==> src/rtl/ttl_74161_cen_counter.sv <==
// 74LS161-style synchronous counter, cascadable to BLOCKS 4-bit stages and clocked by Cen strobes.
// Optional TC strobe output enabled by defining TTL74161_TC_STROBE_EN.
module ttl_74161_cen_counter #(
  parameter int BLOCKS = 1
) (
  input  logic                  Clk,
  input  logic                  CLRn,
  input  logic                  Cen,
  input  logic                  LOADn,
  input  logic                  ENP,
  input  logic                  ENT,
  input  logic [4*BLOCKS-1:0]   D,
  output logic [4*BLOCKS-1:0]   Q,
  output logic                  RCO
`ifdef TTL74161_TC_STROBE_EN
  ,
  output logic                  TC
`endif
);

  logic              last_cen;
  logic              cen_event;
  logic [BLOCKS-1:0] stage_max;
  logic [BLOCKS-1:0] ent;
  logic [BLOCKS-1:0] rco;

  assign cen_event = Cen & ~last_cen;

  // ent is built from the per-stage all-ones flags rather than the previous rco,
  // so the carry chain is a flat AND with no self-referencing vector.
  for (genvar i = 0; i < BLOCKS; i++) begin : g_stage
    assign stage_max[i] = &Q[4*i +: 4];
    if (i == 0) begin : g_first
      assign ent[i] = ENT;
    end else begin : g_rest
      assign ent[i] = ENT & (&stage_max[i-1:0]);
    end
    assign rco[i] = ent[i] & stage_max[i];
  end

  assign RCO = rco[BLOCKS-1];

  always_ff @(posedge Clk or negedge CLRn) begin
    if (!CLRn) begin
      Q        <= '0;
      last_cen <= 1'b1;
    end else begin
      last_cen <= Cen;
      if (cen_event) begin
        if (!LOADn) begin
          Q <= D;
        end else begin
          for (int i = 0; i < BLOCKS; i++) begin
            if (ENP && ent[i]) begin
              Q[4*i +: 4] <= Q[4*i +: 4] + 4'd1;
            end
          end
        end
      end
    end
  end

`ifdef TTL74161_TC_STROBE_EN
  // Registered off the pre-event chain state, so it rises with the wrap and lasts one Clk.
  always_ff @(posedge Clk or negedge CLRn) begin
    if (!CLRn) begin
      TC <= 1'b0;
    end else begin
      TC <= cen_event & LOADn & ENP & RCO;
    end
  end
`endif

endmodule

==> config.mk <==
export PLATFORM = sky130hd
export DESIGN_NAME = ttl_74161_cen_counter
export DESIGN_NICKNAME = d
export VERILOG_FILES = /design/src/rtl/ttl_74161_cen_counter.sv
export SDC_FILE = /design/constraint.sdc
export NUM_CORES = 1
export LEC_CHECK = 0
export ABC_AREA = 1
export CORE_AREA = 2 2 39 41
export CTS_CLUSTER_DIAMETER = 80
export DETAILED_ROUTE_END_ITERATION = 10
export DIE_AREA = 0 0 41 43
export GPL_ROUTABILITY_DRIVEN = 0
export PLACE_DENSITY = 0.62
export SLEW_MARGIN = 0
export SYNTH_ARGS = -nofsm -noshare
export SYNTH_HDL_FRONTEND = slang
export SYNTH_SLANG_ARGS = --single-unit
==> constraint.sdc <==
create_clock -name Clk -period 1.4 [get_ports Clk]
set_input_delay 0.28 -clock Clk [delete_from_list [all_inputs] [get_ports Clk]]
set_output_delay 0.28 -clock Clk [all_outputs]
set_load 0.01 [all_outputs]
== Word level (Yosys, flattened, before mapping) ==
Cells that the tools add are included.
W data, S select, Z words.
Storage, ports and cells
  flip-flop bits (word level): 5
  input port bits: 10
Operators by class
  $add $sub $neg: 1
  equal/unequal tests: 1
  muxes and demuxes: 2
  bitwise logic cells: 3
  reductions and logical operators: 3
Operator list (number)
  $mux W4: 2
  $add A4 B1 Y4 const B: 1
  $reduce_and A4 Y1: 1
  $and A1 B1 Y1: 2
  $ne A2 B1 Y1 const B: 1
  $reduce_and A2 Y1: 1
  $logic_and A1 B1 Y1: 1
  $not A1 Y1: 1

== Depth between registers and ports, before layout ==
Gate-level depths: netlist of the first run.
  depth in word-level cells: 3
  gate-level depth with buffers: 7
  mapped depth without buffers: 7

== Worst setup path before layout of the first run ==
OpenSTA, ideal clock, no wires.
  path kind: register -> output
  from: reg Q[0]
  to: out RCO
  data arrival time: 0.869 ns
  path slack: 0.251 ns
  cell stages (with the launch flop): 4
  path buffers: 0
  cells stage by stage: dfrtp_1 ha_1 nand2_1 nor2_1
Between the ends
  longest elaborated chain between the ends: 2
Ends and longest elaborated chain
  from (decl): line 13  | output logic [4*BLOCKS-1:0] Q,
  from (signal, indexed assignment): line 55  | Q[4*i +: 4] <= Q[4*i +: 4] + 4'd1;
  $reduce_and A4 Y1: line 32  | assign stage_max[i] = &Q[4*i +: 4];
  $and A1 B1 Y1: line 38  | assign rco[i] = ent[i] & stage_max[i];
  to (decl): line 14  | output logic RCO
Every way passes these cells.

== Final worst setup path of the first run ==
  from: reg Q[0]
  to: out Q[0]
No word-level cell between the ends.

==> results of run 1 <==
## final cells by class
class	instances	area (um2)	share of cell area, %
Sequential cell	5	126	24.4
Inverter	6	22.5	4.35
Tap cell	16	20.0	3.86
Clock buffer	4	26.3	5.07
Timing Repair Buffer	19	168	32.4
Multi-Input combinational cell	35	155	30.0
## worst min path at each step
stage,start,end,slack [ns],depth (start not counted)
after floorplan,CLRn,Q[0],-0.02,0
after detailed placement,CLRn,Q[3],0.52,1
final,CLRn,Q[3],0.26,1
after global routing,CLRn,Q[3],0.26,1
after global placement,CLRn,Q[3],0.51,1
after CTS,CLRn,Q[3],0.26,1
## what timing repair did
action,in CTS,in global routing
endpoints found under the setup margin,5,1
resized for setup,9,1
hold endpoints to repair,0,0
pin swaps,0,2
## synthesized netlist by cell type (all sizes together)
cell type	n
ha	1
nand3	3
dfrtp	4
nor2	4
inv	6
dfstp	1
nand4	1
nand2	25
o21ai	1
## power groups by stage
stage | combinational (mW) | clock (mW) | sequential [mW]
2_1_floorplan | 0.0685 | 0 | 0.216
3_3_place_gp | 0.222 | 0 | 0.192
3_5_place_dp | 0.227 | 0 | 0.192
4_1_cts | 0.209 | 0.170 | 0.191
5_1_grt | 0.232 | 0.182 | 0.196
6_report | 0.207 | 0.159 | 0.192
## worst max-delay path: stages, from the launching register on
cell           delay (ns)
dfrtp_1              0.38
buf_4                0.15
dlygate4sd2_1        0.28
## layer usage
metal | GRT usage [%] | share of wire, %
met5 | 0 | 0
met3 | 2.09 | 6.9
met4 | 6.00 | 0
met1 | 10.8 | 41
met2 | 14.4 | 52
## registers in the layout (all words and copies together), names as in the netlist
| signal | count |
|---|---|
| Q | 4 |
| last_cen | 1 |
## stage by stage
stage / area [um2] / total power, mW / hold slack, ns / utilization [%] / TNS, ns
final: 518 / 0.558 / 0.265 / 37.4 / 0
after global routing: 518 / 0.611 / 0.265 / 37.4 / 0
after CTS: 515 / 0.570 / 0.262 / 37.3 / 0
after detailed placement: 497 / 0.419 / 0.519 / 35.9 / -0.309
after global placement: 497 / 0.414 / 0.510 / 35.9 / -0.304
after floorplan: 299 / 0.285 / -0.0156 / - / 0
## kinds of logic after synthesis
family,count (synthesis),share of synthesized area [%]
AND/OR/NAND/NOR,33,44.4
buffers and inverters,6,7.53
flip-flops,5,42.3
AO/OA/AOI/OAI,1,1.67
adder cells (fa/ha/maj),1,4.18
==> flow_summary.json, run 1 <==
{
  "outcome": "completed",
  "netlist_top_cells_area": "dfrtp_1, nand2_1, dfstp_2",
  "syn_to_final_growth_pct": 73.2,
  "port_buffers": 14,
  "num_rows": 14,
  "p_clk_share_pct": 28.5,
  "die_width_um": 41,
  "n_antenna_cell": 0,
  "cts_max_path_buffers": 2,
  "dp_slack_ns": -0.309,
  "seq_area_frac_synth_pct": 42.3,
  "post_cts_buffers": 0,
  "rrSetupSlack_ns": 0.35,
  "cts_tree": "built",
  "drv_slew": 0,
  "setup-violations-final": 0,
  "netlist.area_leader.share_pct": 33.5,
  "grtUsageTotal_pct": 9.29,
  "initial_core_util_pct": 21.6,
  "grt_pass1_wl_mm": 1.14,
  "reg2regPathDepth": 7,
  "crit_type": "reg -> out",
  "cts.clk_slew.worst_paths_ns": 0.04,
  "cts_sinks": 5,
  "die-area_um2": 1760,
  "syn_area_um2": 299,
  "worstReg2RegEnd": "Q[2]",
  "synth_cell_type_count": 11,
  "drive_gt1_share_pct": 20.3,
  "fin_crit_ns": 1.32,
  "clock_latency_ns": 0.23,
  "syn_area_per_cell_um2": 6.50,
  "max-cap-violations": 0,
  "syn_nets": 57,
  "rsz0062_at_grt": "false",
  "drt_iter0_markers": 1,
  "wl_per_cell_um": 7.80,
  "antenna_found_initial": 0,
  "setup_slack_ns": 0.0793,
  "fmax_ghz": 0.757,
  "die_h_um": 43,
  "power_leakage_nw": 0.282,
  "totalWireLength_um": 663,
  "sw_frac_of_total_pct": 30.2,
  "vias_per_cell": 4.07,
  "hold_viol": 0,
  "layout_commonest_cell": "nand2_1",
  "numCtsBuffers": 3,
  "min_path_type": "in -> async",
  "netlist_instances": 46,
  "finClkSkew_ns": 0.00134,
  "crit_required_ns": 1.12,
  "cts_root_buffer": "clkbuf_4",
  "grt_pass1_vias": 309,
  "grt_overflow": 0,
  "ant_nets": 0,
  "pin_count": 15,
  "worst_setup_path_end_kind": "output pin",
  "combPwrFrac_pct": 37.1,
  "fin_nets": 81,
  "ys_warn_count": 0,
  "power_frac_seq_pct": 34.4,
  "num_vias": 346,
  "path_max_fanout": 5,
  "route.detailed.drc": 0,
  "worst_pin_slew_ns": 0.223,
  "dr.pass1.iters": 3,
  "r2r_start": "Q[1]",
  "stdcell_count": 85,
  "dp_cells": 81,
  "synth_seq_cells": 5,
  "endpoint": "Q[0]",
  "min_period_over_period_pct": 94.3,
  "power_density_nw_per_um2": 1080,
  "dp_hpwl_um": 591,
  "grt_max_degree": 7,
  "fill_cells": 168,
  "startpoint_type": "register",
  "arrival_ns": 1.04,
  "maxSlewHeadroom_pct": 85.1,
  "ctsHoldBuffers": 0,
  "max-vdd-ir-drop_mv": 0.383,
  "startpoint": "Q[0]",
  "intPower_mw": 0.390,
  "p_switching_mw": 0.168,
  "coreArea_um2": 1380,
  "layout_common_cells": "nand2_1, clkdlybuf4s50_1, inv_1, buf_4",
  "htree_levels": 1,
  "synth_top_area_cell": "dfrtp_1"
}
(Power assumes the default switching activity.)
==> run 2: changes to the inputs <==
--- a/config.mk
+++ b/config.mk
@@ -12,6 +12,7 @@
 export DIE_AREA = 0 0 41 43
 export GPL_ROUTABILITY_DRIVEN = 0
 export PLACE_DENSITY = 0.62
+export SKIP_CTS_REPAIR_TIMING = 1
 export SLEW_MARGIN = 0
 export SYNTH_ARGS = -nofsm -noshare
 export SYNTH_HDL_FRONTEND = slang
==> flow_summary.json, run 2 (synthesized netlist as in run 1, its figures left out) <==
{
  "fin_crit_ns": 1.31,
  "setup_slack_ns": 0.0928,
  "min_path_type": "in -> async",
  "ant_nets": 0,
  "largestRegisters": "Q (4), last_cen (1)",
  "min_period_over_period_pct": 93.4,
  "totalWireLength_um": 676,
  "startpoint_type": "register",
  "grt_pass1_vias": 311,
  "maxSlewHeadroom_pct": 85.1,
  "antenna_found_initial": 0,
  "num_vias": 353,
  "rsz0062_at_grt": "false",
  "arrival_ns": 1.03,
  "cts_tree": "built",
  "crit_chain": "ha_2 -> nand2_2 -> nor2_1 -> buf_2",
  "die_h_um": 43,
  "stdcell_area_um2": 548,
  "wl_per_cell_um": 7.77,
  "regMostFlops": "Q",
  "power_leakage_nw": 0.332,
  "coreArea_um2": 1380,
  "critPathMaxStageDelay_ns": 0.38,
  "cts.clk_slew.worst_paths_ns": 0.04,
  "cts_root_buffer": "clkbuf_4",
  "cp_slowest_cell": "dfrtp_1",
  "setup-violations-final": 0,
  "drt_iter0_markers": 3,
  "htree_levels": 1,
  "crit_type": "reg -> out",
  "layout_common_cells": "nand2_1, clkdlybuf4s50_1, buf_4",
  "route.detailed.drc": 0,
  "cts_sinks": 5,
  "fin_nets": 83,
  "grt_max_degree": 7,
  "n_antenna_cell": 0,
  "grtUsageTotal_pct": 9.29,
  "layout_commonest_cell": "nand2_1",
  "finalSetupTns_ns": 0,
  "cts_max_path_buffers": 2,
  "power_density_nw_per_um2": 1070,
  "die_width_um": 41,
  "initial_core_util_pct": 21.6,
  "max-vdd-ir-drop_mv": 0.384,
  "vias_per_cell": 4.06,
  "num_rows": 14,
  "die-area_um2": 1760,
  "finClkSkew_ns": 0.00134,
  "port_buffers": 14,
  "grt_overflow": 0,
  "hold_viol": 0,
  "dp_slack_ns": -0.309,
  "drive_gt1_share_pct": 22.5,
  "dr.pass1.iters": 2,
  "worst_pin_slew_ns": 0.223,
  "syn_to_final_growth_pct": 83.3,
  "dpl_cell_area_um2": 497,
  "grt_pass1_wl_mm": 1.14,
  "outcome": "completed",
  "numCtsBuffers": 3,
  "largest_reg_flops": 4,
  "fmax_ghz": 0.765,
  "dp_hpwl_um": 591,
  "crit_required_ns": 1.12,
  "clock_latency_ns": 0.23,
  "max-cap-violations": 0,
  "pin_count": 15,
  "path_max_fanout": 2,
  "worst_setup_path_end_kind": "output pin",
  "drv_slew": 0
}
-- run 2: path summary, 6_finish.rpt --
kind / from / to / slack [ns] / depth (start not counted)
worst max-delay path: Q[1] / RCO / 0.09 / 4
worst min-delay path: CLRn / Q[3] / 0.26 / 1
worst max register to register: Q[1] / Q[2] / 0.35 / 7
worst min register to register: Q[1] / Q[1] / 0.61 / 3
max in group asynchronous: CLRn / last_cen / 0.88 / 1
min in group Clk: Cen / last_cen / 0.48 / 1
-- run 2: through the flow --
stage               utilization (%)  cells  hold WS [ns]  power [mW]
global route                   39.6     87         0.265       0.640
CTS                            37.8     85         0.262       0.588
finish                         39.6     87         0.265       0.586
detailed placement             35.9     81         0.519       0.419
global placement               35.9     81         0.510       0.414
floorplan                         -     46       -0.0156       0.285
-- run 2: power by group --
group	total (mW)	switching (mW)	internal (mW)	leakage [nW]
logic	0.235	0.101	0.134	0.256
registers	0.192	0.0189	0.173	0.0608
clock network	0.159	0.0517	0.107	0.0150
total	0.586	0.171	0.414	0.332
-- run 2: critical path: cells and delay by family (launching register included) --
family	cells	cell delay, ns
adder cells (fa/ha/maj)	1	0.20
buffers and inverters	1	0.13
flip-flops	1	0.38
AND/OR/NAND/NOR	2	0.09
-- run 2: area by class of cell --
| type | count | area [um2] |
|---|---|---|
| sequential | 5 | 126 |
| inverter | 6 | 22.5 |
| tap | 16 | 20.0 |
| clock buffer | 4 | 26.3 |
| timing repair buffer | 21 | 198 |
| multi-input combinational | 35 | 155 |
| fill | 163 | 836 |
-- run 2: routing by layer --
metal	wire, um	track usage, %	up-vias
li1	-	-	190
met1	288	11.1	156
met2	338	14.1	7
met3	49	2.09	0
met4	0	6.00	0
met5	0	0	-
